[config.mk]
export PLATFORM = sky130hd
export DESIGN_NAME = data_recv
export DESIGN_NICKNAME = d
export VERILOG_FILES = /design/src/rtl/data_link_pkg.sv /design/src/rtl/data_recv_len_cnt.sv /design/src/rtl/data_recv.sv
export SDC_FILE = /design/constraint.sdc
export NUM_CORES = 1
export LEC_CHECK = 0
export CAP_MARGIN = 20
export CELL_PAD_IN_SITES_DETAIL_PLACEMENT = 0
export CELL_PAD_IN_SITES_GLOBAL_PLACEMENT = 1
export CORE_MARGIN = 5
export CORE_UTILIZATION = 37
export DETAILED_ROUTE_END_ITERATION = 8
export PLACE_DENSITY = 0.84
export SYNTH_ARGS = -nofsm -noshare
export SYNTH_HDL_FRONTEND = slang
export SYNTH_SLANG_ARGS = --single-unit
[constraint.sdc]
create_clock -name clk -period 2.3 [get_ports clk]
set_input_delay 0.46 -clock clk [delete_from_list [all_inputs] [get_ports clk]]
set_output_delay 0.46 -clock clk [all_outputs]
set_load 0.02 [all_outputs]
[src/rtl/data_link_pkg.sv]
// ---------------------------------------------------------------------------
// data_link_pkg
//
// Definitions shared by the byte transmitter and the byte receiver of the
// data link.
//   - link_state_e : receiver FSM state encoding (IDLE / DATA / ESC_P)
//   - ESC_DEF      : default escape byte (ASCII 'x')
//   - EOF_SYM_DEF  : default control symbol that closes a frame
//   - LEN_W_DEF    : default width of the frame length counter
//   - TMO_CYC_DEF  : default escape timeout, only used by receivers built
//                    with RECV_TIMEOUT_EN
// ---------------------------------------------------------------------------
package data_link_pkg;

    // Receiver states. The fourth code (2'b11) is unused and is treated as
    // an illegal state that recovers to IDLE.
    typedef enum logic [1:0] {
        IDLE  = 2'b00,
        DATA  = 2'b01,
        ESC_P = 2'b10
    } link_state_e;

    // Escape byte and frame terminator agreed with the transmitter.
    localparam logic [7:0] ESC_DEF     = 8'h78;
    localparam logic [7:0] EOF_SYM_DEF = 8'h0A;

    // Counter sizing defaults.
    localparam int LEN_W_DEF   = 8;
    localparam int TMO_CYC_DEF = 16;

endpackage : data_link_pkg

[src/rtl/data_recv_len_cnt.sv]
// ---------------------------------------------------------------------------
// len_cnt
//
// Saturating frame length counter for the data link receiver.
//
// Ports:
//   clk      in   system clock, rising edge
//   reset_n  in   asynchronous reset, active low
//   i_inc    in   count one more data byte in the current frame
//   i_close  in   frame closes: copy the count to o_len, clear the count
//                 and the overflow flag
//   o_len    out  length of the last closed frame, held until next close
//   o_ovf    out  one-cycle pulse on the first increment that would wrap
// ---------------------------------------------------------------------------
module len_cnt #(
    parameter int LEN_W = 8
) (
    input  logic             clk,
    input  logic             reset_n,
    input  logic             i_inc,
    input  logic             i_close,
    output logic [LEN_W-1:0] o_len,
    output logic             o_ovf
);

    logic [LEN_W-1:0] r_cnt;
    logic [LEN_W-1:0] r_len;
    logic             r_ovf_flag;
    logic             r_ovf;

    // The running count stops at all-ones. The first increment attempted at
    // that value raises a single overflow pulse; the sticky flag keeps the
    // remaining bytes of the same frame from pulsing again. Closing a frame
    // has priority, so a frame that overflowed reports the saturated count.
    always_ff @(posedge clk or negedge reset_n) begin
        if (!reset_n) begin
            r_cnt      <= '0;
            r_len      <= '0;
            r_ovf_flag <= 1'b0;
            r_ovf      <= 1'b0;
        end else begin
            r_ovf <= 1'b0;
            if (i_close) begin
                r_len      <= r_cnt;
                r_cnt      <= '0;
                r_ovf_flag <= 1'b0;
            end else if (i_inc) begin
                if (r_cnt != {LEN_W{1'b1}}) begin
                    r_cnt <= r_cnt + 1'b1;
                end else if (!r_ovf_flag) begin
                    r_ovf_flag <= 1'b1;
                    r_ovf      <= 1'b1;
                end
            end
        end
    end

    assign o_len = r_len;
    assign o_ovf = r_ovf;

endmodule : len_cnt

[src/rtl/data_recv.sv]
// ---------------------------------------------------------------------------
// data_recv
//
// Receive side of the byte link. Removes the transmitter's escape stuffing:
// ESC ESC yields a literal ESC data byte, ESC c yields control symbol c.
// Every recovered symbol is presented for one cycle with a flag telling data
// bytes from control symbols. ESC EOF_SYM closes a frame and reports the
// number of data bytes it carried.
//
// Optional feature (macro RECV_TIMEOUT_EN): an escape left pending for
// TMO_CYC idle cycles is dropped with an err pulse and the receiver falls
// back to DATA. Without the macro the escape waits indefinitely.
//
// Ports:
//   clk        in   system clock, rising edge
//   reset_n    in   asynchronous reset, active low
//   data_in    in   received byte
//   data_en    in   data_in is valid this cycle
//   data_o     out  recovered data byte or control symbol
//   data_vld   out  data_o / byt_o valid, one pulse per symbol
//   byt_o      out  1 = ordinary data byte, 0 = control symbol
//   frame_end  out  pulse together with the EOF_SYM output
//   frame_len  out  data byte count of the last closed frame (held)
//   err        out  pulse on length overflow (or escape timeout)
// ---------------------------------------------------------------------------
module data_recv
    import data_link_pkg::*;
#(
    parameter logic [7:0] ESC     = ESC_DEF,
    parameter logic [7:0] EOF_SYM = EOF_SYM_DEF,
`ifdef RECV_TIMEOUT_EN
    parameter int         TMO_CYC = TMO_CYC_DEF,
`endif
    parameter int         LEN_W   = LEN_W_DEF
) (
    input  logic             clk,
    input  logic             reset_n,
    input  logic [7:0]       data_in,
    input  logic             data_en,
    output logic [7:0]       data_o,
    output logic             data_vld,
    output logic             byt_o,
    output logic             frame_end,
    output logic [LEN_W-1:0] frame_len,
    output logic             err
);

    link_state_e r_state;
    link_state_e w_state_nxt;

    logic        w_sym_vld;
    logic        w_sym_byt;
    logic        w_sym_eof;
    logic        w_len_inc;
    logic        w_len_close;
    logic        w_len_ovf;

    logic [7:0]  r_data;
    logic        r_vld;
    logic        r_byt;
    logic        r_eof;

`ifdef RECV_TIMEOUT_EN
    localparam int               TMO_W    = $clog2(TMO_CYC + 1);
    localparam logic [TMO_W-1:0] TMO_LAST = TMO_W'(TMO_CYC - 1);

    logic [TMO_W-1:0] r_tmo_cnt;
    logic             w_tmo_hit;
    logic             r_tmo_err;

    // The timeout fires on the idle cycle that would bring the count to
    // TMO_CYC, so exactly TMO_CYC idle cycles in ESC_P drop the escape.
    assign w_tmo_hit = (r_state == ESC_P) && !data_en && (r_tmo_cnt == TMO_LAST);

    // Idle-cycle counter for a pending escape. Any accepted byte, the
    // timeout itself, or being in another state returns it to zero, so each
    // new escape starts from a fresh count.
    always_ff @(posedge clk or negedge reset_n) begin
        if (!reset_n) begin
            r_tmo_cnt <= '0;
            r_tmo_err <= 1'b0;
        end else begin
            r_tmo_err <= w_tmo_hit;
            if ((r_state != ESC_P) || data_en || w_tmo_hit) begin
                r_tmo_cnt <= '0;
            end else begin
                r_tmo_cnt <= r_tmo_cnt + 1'b1;
            end
        end
    end
`endif

    // FSM state register. Reset drops any pending escape on the spot.
    always_ff @(posedge clk or negedge reset_n) begin
        if (!reset_n) begin
            r_state <= IDLE;
        end else begin
            r_state <= w_state_nxt;
        end
    end

    // Next-state and symbol decode. IDLE and DATA react identically to a
    // byte; they differ only in that IDLE means no frame is open, which the
    // length counter already reflects by sitting at zero. After an escape
    // every byte produces a symbol: ESC is a counted data byte, everything
    // else is an uncounted control symbol, and EOF_SYM also closes the frame.
    always_comb begin
        w_state_nxt = r_state;
        w_sym_vld   = 1'b0;
        w_sym_byt   = 1'b1;
        w_sym_eof   = 1'b0;
        w_len_inc   = 1'b0;
        w_len_close = 1'b0;
        case (r_state)
            IDLE, DATA: begin
                if (data_en) begin
                    if (data_in == ESC) begin
                        w_state_nxt = ESC_P;
                    end else begin
                        w_sym_vld   = 1'b1;
                        w_len_inc   = 1'b1;
                        w_state_nxt = DATA;
                    end
                end
            end
            ESC_P: begin
                if (data_en) begin
                    w_sym_vld   = 1'b1;
                    w_state_nxt = DATA;
                    if (data_in == ESC) begin
                        w_len_inc = 1'b1;
                    end else if (data_in == EOF_SYM) begin
                        w_sym_byt   = 1'b0;
                        w_sym_eof   = 1'b1;
                        w_len_close = 1'b1;
                        w_state_nxt = IDLE;
                    end else begin
                        w_sym_byt = 1'b0;
                    end
                end
`ifdef RECV_TIMEOUT_EN
                else if (w_tmo_hit) begin
                    w_state_nxt = DATA;
                end
`endif
            end
            default: begin
                w_state_nxt = IDLE;
            end
        endcase
    end

    // Symbol output registers. data_o and byt_o only change when a symbol
    // is produced, so they stay stable between pulses.
    always_ff @(posedge clk or negedge reset_n) begin
        if (!reset_n) begin
            r_data <= '0;
            r_vld  <= 1'b0;
            r_byt  <= 1'b0;
            r_eof  <= 1'b0;
        end else begin
            r_vld <= w_sym_vld;
            r_eof <= w_sym_eof;
            if (w_sym_vld) begin
                r_data <= data_in;
                r_byt  <= w_sym_byt;
            end
        end
    end

    len_cnt #(
        .LEN_W (LEN_W)
    ) u_len_cnt (
        .clk     (clk),
        .reset_n (reset_n),
        .i_inc   (w_len_inc),
        .i_close (w_len_close),
        .o_len   (frame_len),
        .o_ovf   (w_len_ovf)
    );

    assign data_o    = r_data;
    assign data_vld  = r_vld;
    assign byt_o     = r_byt;
    assign frame_end = r_eof;

`ifdef RECV_TIMEOUT_EN
    assign err = w_len_ovf | r_tmo_err;
`else
    assign err = w_len_ovf;
`endif

endmodule : data_recv
Yosys cells after proc, flatten, opt, wreduce, memory -nomap -nowiden
Cells that the tools add are included.

storage, ports and cells
  bits in latches = 0
  RAM bits = 0
  output and inout port bits = 20
  register bits after elaboration = 31
  bits in read-only memories = 0
  memories = 0

operators by class
  shift operators = 0
  eq/ne operators = 8
  div/mod/pow operators = 0
  $mul = 0
  bitwise gates (word level) = 0
  add/subtract/negate cells = 1
  order comparisons = 0
  muxes and demuxes = 29
  reductions and logical operators = 7

operator list
  operator                                                         number
  8-bit two-way mux                                                3
  1-bit two-way mux                                                20
  8-bit by 1-bit adder with 8-bit output, second input constant    1
  8-bit by 4-bit == test with 1-bit output, second input constant  1
  8-bit by 7-bit == test with 1-bit output, second input constant  1
  8-bit inequality test, second input constant                     1
  2-bit two-way mux                                                3
  2-bit inequality test, second input constant                     3
  2-bit AND reduction                                              3
  1-bit one-hot mux with 2 select lines                            2
  2-bit one-hot mux with 2 select lines                            1
  2-bit nonzero test                                               2
  2-bit by 1-bit == test with 1-bit output, second input constant  1
  2-bit == test, second input constant                             1
  2-bit zero test                                                  1
  2-bit OR reduction                                               1

Longest topological paths before layout
  depth after elaboration = 7
  depth in mapped cells = 7

By module
A second synthesis with hierarchy kept.

second synthesis, totals
  cells, all modules = 117
  area total of the unflattened synthesis = 1457.6 um2

by module, submodules not included
  module     area an instance (um2)  times used  sequential area each (um2)  cells an instance
  len_cnt    843.3                   1           450.4                       68
  data_recv  614.3                   1           325.3                       49

Least setup slack after synthesis
OpenSTA, ideal clock, no wires.

  path type = in2reg
  start point = in data_in[0]
  end point = reg u_len_cnt.r_cnt[7]
  required time = 2.222 ns
  cell stages on the path = 5
  data arrival time = 2.169 ns
  path buffers = 0
  path slack = 0.053 ns
  path through = or4b_4 -> or3_4 -> and2_4 -> or4_1 -> a21oi_1

between the ends
  longest elaborated chain between the ends = 7
  elaborated cells between the ends (all ways) = 15

RTL lines
  element                                   line                     source
  start: declaration                        data_recv.sv:38          input logic [7:0] data_in,
  8-bit by 4-bit == test with 1-bit output  data_recv.sv:132         end else if (data_in == EOF_SYM) begin
  1-bit two-way mux                         data_recv.sv:132
  1-bit two-way mux                         data_recv.sv:130         if (data_in == ESC) begin
  1-bit two-way mux                         data_recv.sv:127         if (data_en) begin
  1-bit two-way mux                         data_recv.sv:114         case (r_state)
  2-bit nonzero test (no line)              n/a
  2-bit AND reduction (no line)             n/a
  end signal: assignment                    data_recv_len_cnt.sv:49  r_cnt <= r_cnt + 1'b1;
  end: declaration                          data_recv_len_cnt.sv:26  logic [LEN_W-1:0] r_cnt;

Parallel ways exist; a longest one is shown, timed or not.
A chain may end at the register's enable or synchronous reset.

Worst setup path in the final report
Ends and elaborated chain as after synthesis.

==> results.toml <==
[sta]
drv_slew = 0
rsz0062_at_grt = "false"
skew_ns = 0.00961
relSlewSlack_pct = 74.0
worst_pin_slew_ns = 0.390
setup_ws_ns = 0.149
fin_crit_sh_pct = 93.5
fin_crit_ns = 2.15
fin_hold_ws_ns = 0.405
max_freq_mhz = 465
hold_violations = 0
setup-violations-final = 0

[worst_setup_path]
required_ns = 2.56
r2r_start = "r_state[0]"
crit_path_start_kind = "input pin"
worstSetupPathType = "in2reg"
worstPathArrival_ns = 2.41
rr_worst_depth = 5
r2r_setup_slack_ns = 0.43
end_kind = "flip-flop"
r2r-end = "u_len_cnt.r_cnt[7]"
path_max_fanout = 2

[yosys]
synth-seq-cells = 31
synth_top_area_share_pct = 59.2
syn_inst = 120
yosysTopAreaCell = "dfrtp_1"
synth.area.top_cells = "dfrtp_1 (59%), nand2_1 (11%), mux2_2 (6.9%)"
synth-seq-area-share_pct = 59.2
avgSynthCellArea_um2 = 10.9
ys.warnings.count = 0
syn_nets = 132
syn_area_um2 = 1310
ys_types = 28

[cells_and_area]
drive_gt1_share_pct = 23.4
syn2layout_area_growth_pct = 44.0
final_common_cell = "nand2_1"
antenna_cells = 0
final_util_pct = 55.7
final_cell_mix = "nand2_1 (39), dfrtp_1 (31), clkdlybuf4s50_1 (26)"
num-nets-final = 187
nFillCells = 301

[min_path]
whs_path_depth = 2
hold-path-endpoint = "data_o[3]"
hold_class = "in2reg"
min_from = "data_in[3]"

[die]
initial_core_util_pct = 38.6
die-area_um2 = 4830
ios = 31
core-area_um2 = 3390
die_width_um = 69.5
fp.dieH_um = 69.5
num_rows = 21

[clock_tree]
cts-root-buf = "clkbuf_4"
cts-buffers-inserted = 5
cts.htree.levels = 2
cts_tree = "done"
cts_sinks = 31
ctsLongestPathBuffers = 2
worstSkewPairLatency_ns = 0.33
clk_pin_slew_ns = 0.09

[global_routing]
grt_max_degree = 32
grt.total_usage_pct = 12.5
grt_pass1_wl_mm = 4.85
grt_pass1_vias = 1078
grt-ovfl-total = 0
antenna_found_initial = 0

[detailed_routing]
drtPass1Iterations = 4
wirelength_mm = 2.85
drc = 0
ant_nets = 0
vias = 1066
drt_iter0_drc = 54
via_per_inst = 4.82
wl_per_cell_um = 12.9

[status]
status = "finished, final reports clean"

[power]
power.density_nw_per_um2 = 668
leakagePower_uw = 0.000917
peakVddDrop_mv = 0.339

[place]
portBuffers = 30
place.gp.congestion = 0.801
dpl_worst_slack_ns = -0.407
dpl.hpwl_mm = 2.17

[job]
cap_violations = 0
-- worst max-delay path, stage by stage --
cell           delay (ns)
dlygate4sd2_1        0.24
or4b_4               0.53
or3_4                0.38
and2_4               0.17
or4_1                0.50
a21oi_1              0.13
-- cells by family after synthesis --
family          share of synthesized area, %
buf+inv                                 1.15
simple gates                            22.5
mux                                     10.7
flops                                   59.2
compound gates                          4.78
fa+ha+maj                              0.955
xor+xnor                               0.669
-- report_power, final --
part           internal, uW  switching [uW]
combinational           127             120
sequential              613            84.7
clock                   141             174
total                   881             379
-- area by class of cell --
class	count	area (um2)	share of cell area (%)
Inverter	2	7.51	0.398
Clock inverter	1	5.00	0.265
Clock buffer	6	51.3	2.72
Tap cell	46	57.6	3.05
Sequential cell	31	776	41.1
Timing Repair Buffer	50	457	24.2
Multi-Input combinational cell	85	533	28.2
-- registers in the layout, indices dropped and copies added, names as in the netlist --
name	flops
byt_o	1
r_state	2
u_len_cnt.r_cnt	8
u_len_cnt.o_len	8
u_len_cnt.r_ovf_flag	1
data_o	8
data_vld	1
frame_end	1
u_len_cnt.o_ovf	1
-- cell usage after synthesis --
cell type	instances
nand2_1	39
dfrtp_1	31
mux2_2	8
mux2i_1	5
nand4_1	4
nor2_1	4
o21ai_0	4
clkbuf_1	2
inv_1	2
nand2b_1	2
nor4_1	2
a21boi_2	1
a21oi_1	1
and2_4	1
and3_1	1
and4_1	1
ha_1	1
nand3_1	1
nand3b_1	1
nand4b_1	1
nor2b_1	1
o211a_1	1
o21a_1	1
o41ai_1	1
or3_4	1
or4_1	1
or4b_4	1
xnor2_1	1
-- per-layer routing --
metal / vias up / wire length, um / global-route usage [%]
met2: 34 / 1450 / 22.6
met3: 3 / 263 / 6.81
met5: - / 0 / 0
met4: 0 / 28 / 3.25
met1: 510 / 1110 / 12.4
li1: 519 / - / -
-- metrics by stage --
step | instances | total power [uW] | instance area (um2) | setup TNS, ns
3_3_place_gp | 213 | 934 | 1800 | -6.34
4_1_cts | 220 | 1280 | 1860 | 0
3_5_place_dp | 213 | 951 | 1800 | -7.03
6_report | 221 | 1260 | 1890 | 0
5_1_grt | 221 | 1340 | 1890 | 0
2_1_floorplan | 120 | 824 | 1310 | 0
-- worst max path at each step --
| stage | from | to | slack [ns] | cells after the start |
|---|---|---|---|---|
| after CTS | data_in[7] | u_len_cnt.r_cnt[7] | 0.009 | 6 |
| after floorplan | data_in[0] | u_len_cnt.r_cnt[7] | 0.05 | 5 |
| after detailed placement | data_in[0] | u_len_cnt.r_cnt[7] | -0.41 | 7 |
| after global placement | data_in[0] | u_len_cnt.r_cnt[7] | -0.36 | 6 |
| after global routing | data_in[0] | u_len_cnt.r_cnt[7] | 0.09 | 6 |
| final | data_in[0] | u_len_cnt.r_cnt[7] | 0.15 | 6 |
-- repair_timing --
item / CTS / global route
hold buffers: 0 / 0
endpoints found under the setup margin: 1 / 18
setup buffers: 0 / 1
resized for setup: 3 / 4
pin swaps: 1 / 1
Power figures use the tool's default switching activity.
